==> src/rtl/lr_shift_pkg.sv <==
// Shared types and sizing helpers for the pipelined barrel shifter.
// Latency: n/a (package only).
// Backpressure: n/a. Optional rotate mode is controlled by LRSHIFT_ROTATE_EN.
package lr_shift_pkg;

  typedef enum logic [1:0] {
    LSL = 2'd0,
    LSR = 2'd1,
    ASR = 2'd2,
    ROL = 2'd3
  } shift_mode_t;

  // Number of barrel levels needed to cover every shift amount of a width.
  function automatic int levels(input int width);
    return $clog2(width);
  endfunction

  // Levels packed into each register stage (ceiling division).
  function automatic int levels_per_stage(input int width, input int reg_stages);
    return (levels(width) + reg_stages - 1) / reg_stages;
  endfunction

endpackage

==> src/rtl/lr_shift_pipe_level.sv <==
// One combinational barrel level: shifts by 2^K in the selected mode when enabled.
// Latency: 0 cycles (pure combinational).
// Backpressure: none; rotate is built only when LRSHIFT_ROTATE_EN is defined.
module shift_level
  import lr_shift_pkg::*;
#(
  parameter int WIDTH = 32,
  parameter int K     = 0
) (
  input  logic [WIDTH-1:0] data_i,
  input  logic             en_i,
  input  shift_mode_t      mode_i,
  output logic [WIDTH-1:0] data_o
);

  // 2^K is always below WIDTH because K < clog2(WIDTH).
  localparam int AMT = 1 << K;

  // Apply this level's fixed shift, or pass the data through.
  always_comb begin
    data_o = data_i;
    if (en_i) begin
      case (mode_i)
        LSR:     data_o = data_i >> AMT;
        ASR:     data_o = $signed(data_i) >>> AMT;
`ifdef LRSHIFT_ROTATE_EN
        ROL:     data_o = (data_i << AMT) | (data_i >> (WIDTH - AMT));
`endif
        default: data_o = data_i << AMT;
      endcase
    end
  end

endmodule

==> src/rtl/lr_shift_pipe.sv <==
// Pipelined LSL/LSR/ASR(/ROL with LRSHIFT_ROTATE_EN) barrel shifter, levels grouped into stages.
// Latency: REG_STAGES cycles from acceptance to out_valid; one beat per cycle.
// Backpressure: whole pipe advances together; in_ready = !out_valid || out_ready.
module lr_shift_pipe
  import lr_shift_pkg::*;
#(
  parameter int WIDTH      = 32,
  parameter int REG_STAGES = 2
) (
  input  logic                      clk,
  input  logic                      rst,
  input  logic                      in_valid,
  output logic                      in_ready,
  input  logic [WIDTH-1:0]          in_bits,
  input  logic [levels(WIDTH)-1:0]  in_shift,
  input  logic [1:0]                in_mode,
  output logic                      out_valid,
  input  logic                      out_ready,
  output logic [WIDTH-1:0]          out_bits
);

  localparam int LEVELS = levels(WIDTH);
  localparam int C      = levels_per_stage(WIDTH, REG_STAGES);
  localparam logic [LEVELS:0] W_EXT = (LEVELS+1)'(WIDTH);

  logic              adv;
  logic [WIDTH-1:0]  pre_data;
  logic [LEVELS-1:0] pre_shift;
  shift_mode_t       pre_mode;

  assign adv      = !out_valid || out_ready;
  assign in_ready = adv;

  // Normalise the request: fold mode 3 when rotate is absent, and resolve
  // shift >= WIDTH up front so the level cascade never sees it.
  always_comb begin
    pre_data  = in_bits;
    pre_shift = in_shift;
    pre_mode  = shift_mode_t'(in_mode);
`ifndef LRSHIFT_ROTATE_EN
    if (pre_mode == ROL) pre_mode = LSL;
`endif
    if ({1'b0, in_shift} >= W_EXT) begin
      case (pre_mode)
        ROL: pre_shift = LEVELS'({1'b0, in_shift} - W_EXT);
        ASR: begin
          pre_data  = {WIDTH{in_bits[WIDTH-1]}};
          pre_shift = '0;
        end
        default: begin
          pre_data  = '0;
          pre_shift = '0;
        end
      endcase
    end
  end

  for (genvar s = 0; s < REG_STAGES; s++) begin : g_stg
    localparam int LO = s * C;
    localparam int HI = ((s + 1) * C < LEVELS) ? (s + 1) * C : LEVELS;

    logic              vld_d;
    logic [WIDTH-1:0]  data_in;
    logic [WIDTH-1:0]  data_d;
    logic [LEVELS-1:0] shift_d;
    shift_mode_t       mode_d;
    logic              vld_q;
    logic [WIDTH-1:0]  data_q;
    logic              unused_bits;

    // Shift bits already consumed by earlier stages are carried but ignored.
    assign unused_bits = ^{shift_d, mode_d};

    if (s == 0) begin : g_src
      assign vld_d   = in_valid;
      assign data_in = pre_data;
      assign shift_d = pre_shift;
      assign mode_d  = pre_mode;
    end else begin : g_src
      assign vld_d   = g_stg[s-1].vld_q;
      assign data_in = g_stg[s-1].data_q;
      assign shift_d = g_stg[s-1].g_ctl.shift_q;
      assign mode_d  = g_stg[s-1].g_ctl.mode_q;
    end

    for (genvar j = 0; j < C; j++) begin : g_lvl
      if (LO + j < LEVELS) begin : g_on
        logic [WIDTH-1:0] lin;
        logic [WIDTH-1:0] lout;
        if (j == 0) begin : g_first
          assign lin = data_in;
        end else begin : g_chain
          assign lin = g_lvl[j-1].g_on.lout;
        end
        shift_level #(.WIDTH(WIDTH), .K(LO + j)) u_lvl (
          .data_i (lin),
          .en_i   (shift_d[LO+j]),
          .mode_i (mode_d),
          .data_o (lout)
        );
      end
    end

    // A stage left with no levels simply forwards its input.
    if (HI > LO) begin : g_out
      assign data_d = g_lvl[HI-LO-1].g_on.lout;
    end else begin : g_out
      assign data_d = data_in;
    end

    // Stage register: valid is reset, data only loads on advance.
    always_ff @(posedge clk) begin
      if (rst) begin
        vld_q <= 1'b0;
      end else if (adv) begin
        vld_q  <= vld_d;
        data_q <= data_d;
      end
    end

    // Control for later stages; the last stage has no consumer for it.
    if (s < REG_STAGES - 1) begin : g_ctl
      logic [LEVELS-1:0] shift_q;
      shift_mode_t       mode_q;
      // Carry mode and shift amount alongside the data.
      always_ff @(posedge clk) begin
        if (adv) begin
          shift_q <= shift_d;
          mode_q  <= mode_d;
        end
      end
    end
  end

  assign out_valid = g_stg[REG_STAGES-1].vld_q;
  assign out_bits  = out_valid ? g_stg[REG_STAGES-1].data_q : '0;

endmodule

==> config.mk <==
export PLATFORM = sky130hd
export DESIGN_NAME = lr_shift_pipe
export DESIGN_NICKNAME = d
export VERILOG_FILES = /design/src/rtl/lr_shift_pkg.sv /design/src/rtl/lr_shift_pipe_level.sv /design/src/rtl/lr_shift_pipe.sv
export SDC_FILE = /design/constraint.sdc
export NUM_CORES = 1
export LEC_CHECK = 0
export ABC_AREA = 1
export BUFFER_PORTS_ARGS = -buffer_cell sky130_fd_sc_hd__buf_2
export CAP_MARGIN = 20
export CORE_ASPECT_RATIO = 2
export CORE_MARGIN = 2
export CORE_UTILIZATION = 40
export DETAILED_ROUTE_END_ITERATION = 6
export PLACE_DENSITY = 0.63
export SETUP_SLACK_MARGIN = 0.2
export SLEW_MARGIN = 15
export SYNTH_ARGS = -nofsm -noshare
export SYNTH_HDL_FRONTEND = slang
export SYNTH_SLANG_ARGS = --single-unit
==> constraint.sdc <==
create_clock -name clk -period 7.25 [get_ports clk]
set_clock_uncertainty 0.2 [all_clocks]
set_input_delay 0.3625 -clock clk [delete_from_list [all_inputs] [get_ports clk]]
set_output_delay 0.3625 -clock clk [all_outputs]
set_load 0.03 [all_outputs]
==> reports/metrics.csv <==
stage;metric;value;unit
global_route;grt_pass1_vias;5717;
synth;synth_top_area_share;33.8;%
global_route;grt_max_degree;75;
finish;drive_above_1_share;12.9;%
power_and_ir_drop;p_int;849;µW
power_and_ir_drop;ir_worst_vdd;0.109;mV
drt;vias_per_cell;5.25;
placed_design;dp_hpwl;13400;µm
setup_path;start_kind;input port;
setup_path;required;7.12;ns
clock_tree;insertion_delay;0.34;ns
finish;diodes;0;
finish;areaGrowthSynthToFinish;10.2;%
worst_hold_path;min_path_type;input port to register;
sta;fmax;325;MHz
setup_path;r2r_slack;4.30;ns
floorplanning;ios;77;
setup_path;arrival;2.95;ns
setup_path;endpoint_kind;register;
placed_design;place_congestion;0.954;
floorplanning;dieArea;0.0162;mm²
floorplanning;die_x;90.9;µm
drt;wire_per_inst;14.9;µm
finish;num-fill-cells;1659;
drt;wl;17200;µm
clock_tree;cts-root-buf;clkbuf_16;
drt;antenna_left;0;
global_route;antenna_found_initial;0;
synth;yosysMostFrequentCell;nand2_1;
power_and_ir_drop;power_density;193;mW/mm²
clock_tree;cts_tree;done;
synth;synthesis.area;0.00604;mm²
power_and_ir_drop;seq_power_share;41.0;%
sta;whs;0.0500;ns
global_route;track_usage;21.8;%
floorplanning;die_y;178;µm
sta;final.min_clock_period;3.08;ns
synth;synth-xor-area-share;0;%
power_and_ir_drop;clockPowerShare;28.7;%
global_route;grt_pass1_wl;28000;µm
synth;synth_seq_cells;70;
worst_hold_path;min_from;rst;
sta;tns;0;ns
setup_path;r2r-end;g_stg[1].data_q[24]$_DFFE_PP_;
placed_design;dp_slack;3.85;ns
placed_design;io_buffers;76;
sta;setup_ws;4.17;ns
floorplanning;rows;63;
power_and_ir_drop;power.total;1.29;mW
synth;yosys_most_used_dff;edfxtp_1;
floorplanning;start_util;40.8;%
setup_path;criticalPathCategory;input port to register;
finish;fin_nets;1004;
synth;synth_edf_count;68;
finish;seqCellArea;0.00208;mm²
sta;worst_slew_pin_slew;1.00;ns
sta;rsz0062_at_grt;no;
worst_hold_path;whs_endpoint;out_valid$_SDFFE_PP0N_;
finish;multiInputGateArea;0.00327;mm²
clock_tree;htreeDepth;3;
setup_path;crit_fanout;59;
power_and_ir_drop;p_leak;3.31;nW
synth;synth_mux_area_share;0;%
setup_path;reg2reg_depth;9;
sta;finalCritPeriodShare;42.5;%
global_route;grt_overflow_total;0;
clock_tree;ctsResizeCount;0;
status;status;completed;
sta;setup_viol;0;
synth;synth_area_leaders;edfxtp_1 34%, nand2_1 20%, nand3_1 13%;
clock_tree;cts.path.max_buffers;2;
synth;synth_fa_ha_area_share;1.24;%
power_and_ir_drop;power.switching;438;µW
sta;report.final.slew_viol_count;0;
synth;yosys-top-cells-count;316 x nand2_1, 158 x nand3_1, 86 x inv_1;
synth;synth-compound-area-share;14.3;%
setup_path;rr_startpoint;g_stg[0].g_ctl.mode_q[1]$_DFFE_PN_;
synth;synth_area_per_cell;6.56;µm²
power_and_ir_drop;switching_share;34.1;%
synth;netlist.top_cell.by_area;edfxtp_1;
drt;first_iter_violations;206;
synth;syn_inst;921;
drt;drcViolationCount;0;
synth;synth_top_family_by_area;simple AND/OR/NAND/NOR gates;
clock_tree;tritoncts.num_buffers;9;
clock_tree;cts.clk_slew.worst_paths;0.05;ns
drt;dr.pass1.iters;5;
power_and_ir_drop;power_frac_comb;30.3;%
floorplanning;core;0.0148;mm²
run;cap_violations;0;
synth;yosysSeqAreaShare;34.5;%
synth;yosysWarnings;0;
worst_hold_path;min_path_cells;2;
sta;hold_viol;0;
sta;slew-limit-headroom;32.8;%
clock_tree;cts_sinks;70;
drt;vias;6054;
synth;yosys.area_share.simple;38.3;%
synth;synth_fp_nets;970;
synth;synthArstFlopShare;0;%
synth;yosysUniqueCellTypes;31;
finish;finish.utilization;44.9;%
==> flip-flops by register name (all words and copies together), names as in the netlist <==
name	cells
g_stg.data_q	64
out_valid	1
g_stg.g_ctl.shift_q	2
g_stg.vld_q	1
g_stg.g_ctl.mode_q	2
==> how the worst max path moves through the flow <==
stage / start / end / slack (ns) / cells past startpoint
2_1_floorplan: out_valid$_SDFFE_PP0N_ / g_stg[0].data_q[0]$_DFFE_PP_ / 3.19 / 4
3_3_place_gp: in_mode[0] / g_stg[0].data_q[15]$_DFFE_PP_ / 3.90 / 13
3_5_place_dp: in_mode[0] / g_stg[0].data_q[15]$_DFFE_PP_ / 3.85 / 13
4_1_cts: in_mode[0] / g_stg[0].data_q[15]$_DFFE_PP_ / 4.20 / 13
5_1_grt: in_mode[0] / g_stg[0].data_q[15]$_DFFE_PP_ / 3.92 / 13
6_report: in_mode[0] / g_stg[0].data_q[15]$_DFFE_PP_ / 4.17 / 13
==> through the flow <==
stage,instances,area [µm²]
floorplan,921,6040
global placement,1136,6370
detailed placement,1136,6370
CTS,1153,6640
global route,1154,6660
finish,1154,6660
==> cells by family after synthesis <==
group	count (synthesis)
DFF	70
buffers and inverters	155
and+or+nand+nor	541
adders and majority gates	6
AOI/OAI and AO/OA	149
==> layer usage <==
metal	GRT usage [%]	vias up	part of all wire [%]
met5	0	-	0
met4	13.8	0	5.8
met3	2.34	52	3.5
met2	43.1	181	55
met1	21.0	2696	35
li1	-	3125	-
==> worst max-delay path: stages <==
cell and delay [ns]:
buf_2 0.11, inv_1 0.08, ha_4 0.56, buf_4 0.58
clkinv_1 0.44, nand2_1 0.13, o21ai_0 0.11, nand2_1 0.10
nand2_1 0.09, nand3_1 0.14, nand2_1 0.06, nand2_1 0.05
nand2_1 0.09
==> what timing repair did <==
item                                   CTS  global route
setup endpoints to repair                0             0
hold buffers                             2             0
endpoints found under the hold margin    2             0
buffers inserted                         0             0
==> placed cells by master (no fill, tap or decap), types with 7 or more instances in the layout <==
| cell | n |
|---|---|
| or2_2 | 18 |
| inv_1 | 86 |
| nor2_1 | 40 |
| nand3_1 | 158 |
| a21oi_1 | 57 |
| o22ai_1 | 15 |
| o21ai_0 | 33 |
| o211ai_1 | 22 |
| buf_2 | 76 |
| edfxtp_1 | 68 |
| clkinv_1 | 7 |
| o21ai_1 | 9 |
| a22oi_1 | 7 |
| clkbuf_16 | 9 |
| nand2_1 | 316 |
==> power groups by stage <==
| stage | registers, mW | clock network, mW | logic (mW) |
|---|---|---|---|
| after floorplan | 0.525 | 0 | 0.304 |
| after global placement | 0.537 | 0 | 0.382 |
| after detailed placement | 0.538 | 0 | 0.384 |
| after CTS | 0.530 | 0.376 | 0.386 |
| after global routing | 0.532 | 0.395 | 0.440 |
| final | 0.528 | 0.369 | 0.391 |
==> final cells by class <==
type / count / share of cell area (%)
Timing Repair Buffer: 84 / 6.80
Tap cell: 195 / 3.67
Clock buffer: 11 / 3.50
Multi-Input combinational cell: 696 / 49.2
Sequential cell: 70 / 31.3
Clock inverter: 4 / 0.226
Inverter: 94 / 5.34
Power figures use the tool's default switching activity.
